--- config.mk ---
export PLATFORM = sky130hd
export DESIGN_NAME = fetch_pc_unit
export DESIGN_NICKNAME = d
export VERILOG_FILES = /design/src/rtl/fetch_pc_unit.sv
export SDC_FILE = /design/constraint.sdc
export NUM_CORES = 1
export LEC_CHECK = 0
export CORE_MARGIN = 2
export CORE_UTILIZATION = 60
export DETAILED_ROUTE_END_ITERATION = 8
export GPL_ROUTABILITY_DRIVEN = 0
export PLACE_DENSITY = 0.8
export SLEW_MARGIN = 20
export SYNTH_ARGS = -nofsm -noshare
export SYNTH_HDL_FRONTEND = slang
export SYNTH_SLANG_ARGS = --single-unit
--- constraint.sdc ---
create_clock -name clk -period 4.9 [get_ports clk]
set_clock_uncertainty 0.05 [all_clocks]
set_input_delay 1.47 -clock clk [delete_from_list [all_inputs] [get_ports clk]]
set_output_delay 1.47 -clock clk [all_outputs]
set_load 0.01 [all_outputs]
--- src/rtl/fetch_pc_unit.sv ---
// Instruction-fetch PC register with a direct-mapped BTB and 2-bit counters.
// All outputs are combinational from the PC register, BTB state and imem_data_i.
module fetch_pc_unit #(
  parameter logic [31:0] RESET_PC  = 32'h0000_0000,
  parameter int          BTB_IDX_W = 4
) (
  input  logic        clk,
  input  logic        reset,
  input  logic        stall_i,
  input  logic        redirect_i,
  input  logic [31:0] redirect_pc_i,
  input  logic        upd_valid_i,
  input  logic [31:0] upd_pc_i,
  input  logic        upd_taken_i,
  input  logic [31:0] upd_target_i,
  output logic [31:0] imem_addr_o,
  input  logic [31:0] imem_data_i,
  output logic [31:0] curr_pc_o,
  output logic [31:0] next_pc_o,
  output logic [31:0] instr_o,
  output logic        brn_pred_o
);

  localparam int ENTRIES = 1 << BTB_IDX_W;
  localparam int TAG_W   = 32 - BTB_IDX_W - 2;

  logic [31:0]          pc_q;
  logic [31:0]          pc_d;
  logic                 valid_q    [ENTRIES];
  logic [1:0]           ctr_q      [ENTRIES];
  logic [TAG_W-1:0]     tag_mem    [ENTRIES];
  logic [29:0]          target_mem [ENTRIES];

  logic [BTB_IDX_W-1:0] idx;
  logic [TAG_W-1:0]     tag;
  logic                 hit;
  logic                 pred;

  logic [BTB_IDX_W-1:0] upd_idx;
  logic [TAG_W-1:0]     upd_tag;
  logic                 upd_hit;
  logic [1:0]           upd_ctr;
  logic                 wr_ctr;
  logic                 wr_entry;

  // Address bits below word alignment never reach any state.
  logic unused_low_bits;
  assign unused_low_bits = ^{redirect_pc_i[1:0], upd_pc_i[1:0], upd_target_i[1:0]};

  assign idx  = pc_q[BTB_IDX_W+1:2];
  assign tag  = pc_q[31:BTB_IDX_W+2];
  assign hit  = valid_q[idx] && (tag_mem[idx] == tag);
  assign pred = hit && ctr_q[idx][1];

  assign imem_addr_o = pc_q;
  assign curr_pc_o   = pc_q;
  assign next_pc_o   = pc_q + 32'd4;
  assign instr_o     = imem_data_i;
  assign brn_pred_o  = pred;

  always_comb begin
    pc_d = pc_q + 32'd4;
    if (redirect_i)   pc_d = {redirect_pc_i[31:2], 2'b00};
    else if (stall_i) pc_d = pc_q;
    else if (pred)    pc_d = {target_mem[idx], 2'b00};
  end

  assign upd_idx = upd_pc_i[BTB_IDX_W+1:2];
  assign upd_tag = upd_pc_i[31:BTB_IDX_W+2];
  assign upd_hit = valid_q[upd_idx] && (tag_mem[upd_idx] == upd_tag);

  // A miss that resolves not-taken leaves the entry alone; a taken miss
  // evicts whatever occupied the slot and starts weakly taken.
  assign wr_ctr   = upd_valid_i && (upd_hit || upd_taken_i);
  assign wr_entry = upd_valid_i && upd_taken_i;

  always_comb begin
    upd_ctr = ctr_q[upd_idx];
    if (!upd_hit) begin
      upd_ctr = 2'b10;
    end else if (upd_taken_i) begin
      if (ctr_q[upd_idx] != 2'b11) upd_ctr = ctr_q[upd_idx] + 2'd1;
    end else begin
      if (ctr_q[upd_idx] != 2'b00) upd_ctr = ctr_q[upd_idx] - 2'd1;
    end
  end

  always_ff @(posedge clk or posedge reset) begin
    if (reset) begin
      pc_q <= RESET_PC;
      for (int i = 0; i < ENTRIES; i++) begin
        valid_q[i] <= 1'b0;
        ctr_q[i]   <= 2'b01;
      end
    end else begin
      pc_q <= pc_d;
      if (wr_ctr)   ctr_q[upd_idx]   <= upd_ctr;
      if (wr_entry) valid_q[upd_idx] <= 1'b1;
    end
  end

  always_ff @(posedge clk) begin
    if (wr_entry) begin
      tag_mem[upd_idx]    <= upd_tag;
      target_mem[upd_idx] <= upd_target_i[31:2];
    end
  end

endmodule
==> metrics.txt <==
status complete, but fails checks; failing checks setup timing; WP buf/inv 5; DR pass1 iterations 8; Post-synth EDFFs 896; share of layout cells above drive strength 1 31.9%; Overflow after GRT 0; Reg clk slew, reported paths 60 ps; routed length per instance 36.1 µm; worst reg-to-reg path cell count 13; Tightest Hold Check Type flip-flop to flip-flop; Post-Syn Instances 2473; area added between synthesis and finish 18.8%; largest net degree at the start of global routing 69; # setup viols final 5; kind of end point of the critical path output pin; xor/xnor cell area share of the yosys netlist 1.49%; RSZ-0062 raised after global routing yes; hpwl dp 80.3 mm; Die W 276 µm; CTS tree done; gr usage total 36.6%; Yosys reg bits 974; Crit path max-delay family multiplexers; worst slew pin tran 1020 ps; Synth Area in Compound Gates 3.87%; Yosys cell types 87; Worst R2R Setup Slack 560 ps; fin nets 2959; crit-path max cell delay 620 ps; Synth Warn # 0; worst r2r src curr_pc_o[2]$_DFFE_PP0P_; Max Cap Viol 0; 1st-iter DRT viols 5198; P_leak 17.8 nW; period utilization 108%; Hold Path Stages 1; Post-synth top cells edfxtp_1 (896), mux4_2 (338), mux2i_1 (140); hold_ws 448 ps; relative slew slack 32.0%; Final Critical Period 5290 ps; antenna viol nets, final 0; Crit. Startpoint curr_pc_o[2]$_DFFE_PP0P_; cts bufs inserted 97; final wirelength 140 mm; total placed cells including tap cells 3657; crit path DAT 3770 ps; Worst-Skew Late Latency 690 ps; Layout fillers 4121; dominant cells by area after synthesis edfxtp_1 (61%), mux4_2 (17%), dfrtp_1 (3.5%), mux2i_1 (3.2%), buf_4 (1.5%); startpoint types flip-flop; Post-Synthesis Cell Area 44500 µm²; Synth Area in Simple Gates 5.01%; Via Count 29000; Initial Util 60.7%; slowest CP cell mux4_2; Final Hold Viols 0; Post-synth ARST share 8.01%; # IOs 263; CTS Sinks 974; DIE HEIGHT 276 µm; Synth Flop Type edfxtp_1; crit path to brn_pred_o; sequential share of the synthesized area 65.0%; final instance area 52800 µm²; Die ar. 76300 µm²; H-Tree Depth 3; mux share of post-synthesis cell area 21.2%; largest family of logic cells by synthesized area multiplexers; Place WS -324 ps; Non-Filler Instances 3868; PwrDens 383 nW/µm²; Root Driver clkbuf_16; share of the synthesized area in the top cell type 60.5%; VDD IR max 0.526 mV; vias in the first global route 28900; CP Depth 10; Vias/cell 7.50; Core Region 73200 µm²; Synth area leader edfxtp_1; CP Class flip-flop to output pin; Req. time, crit path 3380 ps; final worst slack -386 ps; most common cell in the netlist edfxtp_1; PortBufs 186; # rows 99; worst-path maximum fanout 8; adder-cell share of the synthesized area 0.0732%; crit-path cells buf_12 -> buf_8 -> buf_6 -> buf_12 -> mux4_2 -> mux4_2 -> xnor2_2 -> and4_1 -> and3_4 -> buf_6; Area after DPL 48800 µm²; clock buffer depth 3; Max Freq 0.189 GHz; DRC 0; Slew Viols, Final 0; Crit Reg-Reg Endpoint curr_pc_o[27]$_DFFE_PP0P_; TNS Setup -660 ps; Mean Syn Cell Area 18.0 µm²; global-route wire length before repair 201 mm; initial antenna violation count 4
## cell usage in the layout (no fill, tap or decap), types with 13 or more instances in the layout
cell             count
edfxtp_1           896
mux4_2             338
buf_4              233
clkdlybuf4s50_1    169
mux2i_1            129
clkbuf_16           98
nand2_1             94
nor2_1              80
nand4_1             61
dfrtp_1             55
buf_12              47
o211ai_1            40
o21ai_0             38
xnor2_1             38
a21oi_1             33
inv_1               27
xor2_1              27
nand3_1             27
clkbuf_1            22
mux2_2              21
or2_2               19
dfstp_2             16
nor2b_1             14
clkinv_1            14
a22oi_1             13
o22ai_1             13
a221oi_1            13
## worst min-delay path by stage
stage / start / endpoint / slack [ps]
floorplan: valid_q[4]$_DFFE_PP0P_ / valid_q[4]$_DFFE_PP0P_ / 400
global placement: valid_q[4]$_DFFE_PP0P_ / valid_q[4]$_DFFE_PP0P_ / 420
detailed placement: valid_q[12]$_DFFE_PP0P_ / valid_q[12]$_DFFE_PP0P_ / 430
CTS: valid_q[12]$_DFFE_PP0P_ / valid_q[12]$_DFFE_PP0P_ / 450
global route: ctr_q[10]$_DFFE_PP1P_ / ctr_q[10]$_DFFE_PP1P_ / 460
finish: valid_q[12]$_DFFE_PP0P_ / valid_q[12]$_DFFE_PP0P_ / 450
## per-layer routing
layer | vias up | wire, µm | part of all wire [%] | track usage (%)
met3 | 606 | 20800 | 15 | 9.73
met1 | 14600 | 45800 | 33 | 48.8
met2 | 2998 | 64800 | 46 | 56.8
met4 | 0 | 8370 | 6.0 | 17.9
li1 | 10800 | - | - | -
met5 | - | 0 | 0 | 0
## logic make-up after synthesis
logic type | count (synthesis)
flip-flops | 974
XOR/XNOR | 75
AO/OA/AOI/OAI | 231
adder cells (fa/ha/maj) | 3
other | 1
buffers and inverters | 262
AND/OR/NAND/NOR | 421
multiplexers | 506
## flip-flops by register name, summed over array words and instances, names as in the netlist
signal and flops:
target_mem 480, curr_pc_o 30, tag_mem 416, valid_q 16, ctr_q 32
## through the flow
step	utilization [%]	total power, mW
global route	72.1	20.6
floorplan	-	11.1
CTS	72.0	20.1
detailed placement	66.7	12.3
global placement	66.7	12.2
finish	72.1	20.2
## where the power goes
| group | internal (mW) | switching (mW) |
|---|---|---|
| clock network | 4.47 | 3.30 |
| registers | 9.25 | 0.176 |
| logic | 1.41 | 1.59 |
## layout make-up
| type | instances | area [µm²] | share of cell area [%] |
|---|---|---|---|
| Tap cell | 959 | 1200 | 2.27 |
| Multi-Input combinational cell | 1242 | 14500 | 27.5 |
| Sequential cell | 974 | 28900 | 54.7 |
| Clock buffer | 131 | 2690 | 5.09 |
| Timing Repair Buffer | 477 | 4720 | 8.94 |
| Inverter | 32 | 126 | 0.239 |
| Clock inverter | 50 | 674 | 1.28 |
| Antenna cell | 3 | 7.51 | 0.0142 |
## timing repair
action / 4_1_cts / 5_1_grt
hold buffers: 0 / 0
setup endpoints to repair: 23 / 5
buffers inserted: 22 / 4
gates resized for setup: 88 / 11
pin swaps: 12 / 3
gates cloned: 1 / 0
Note: power is estimated with default switching activity, not from simulation.
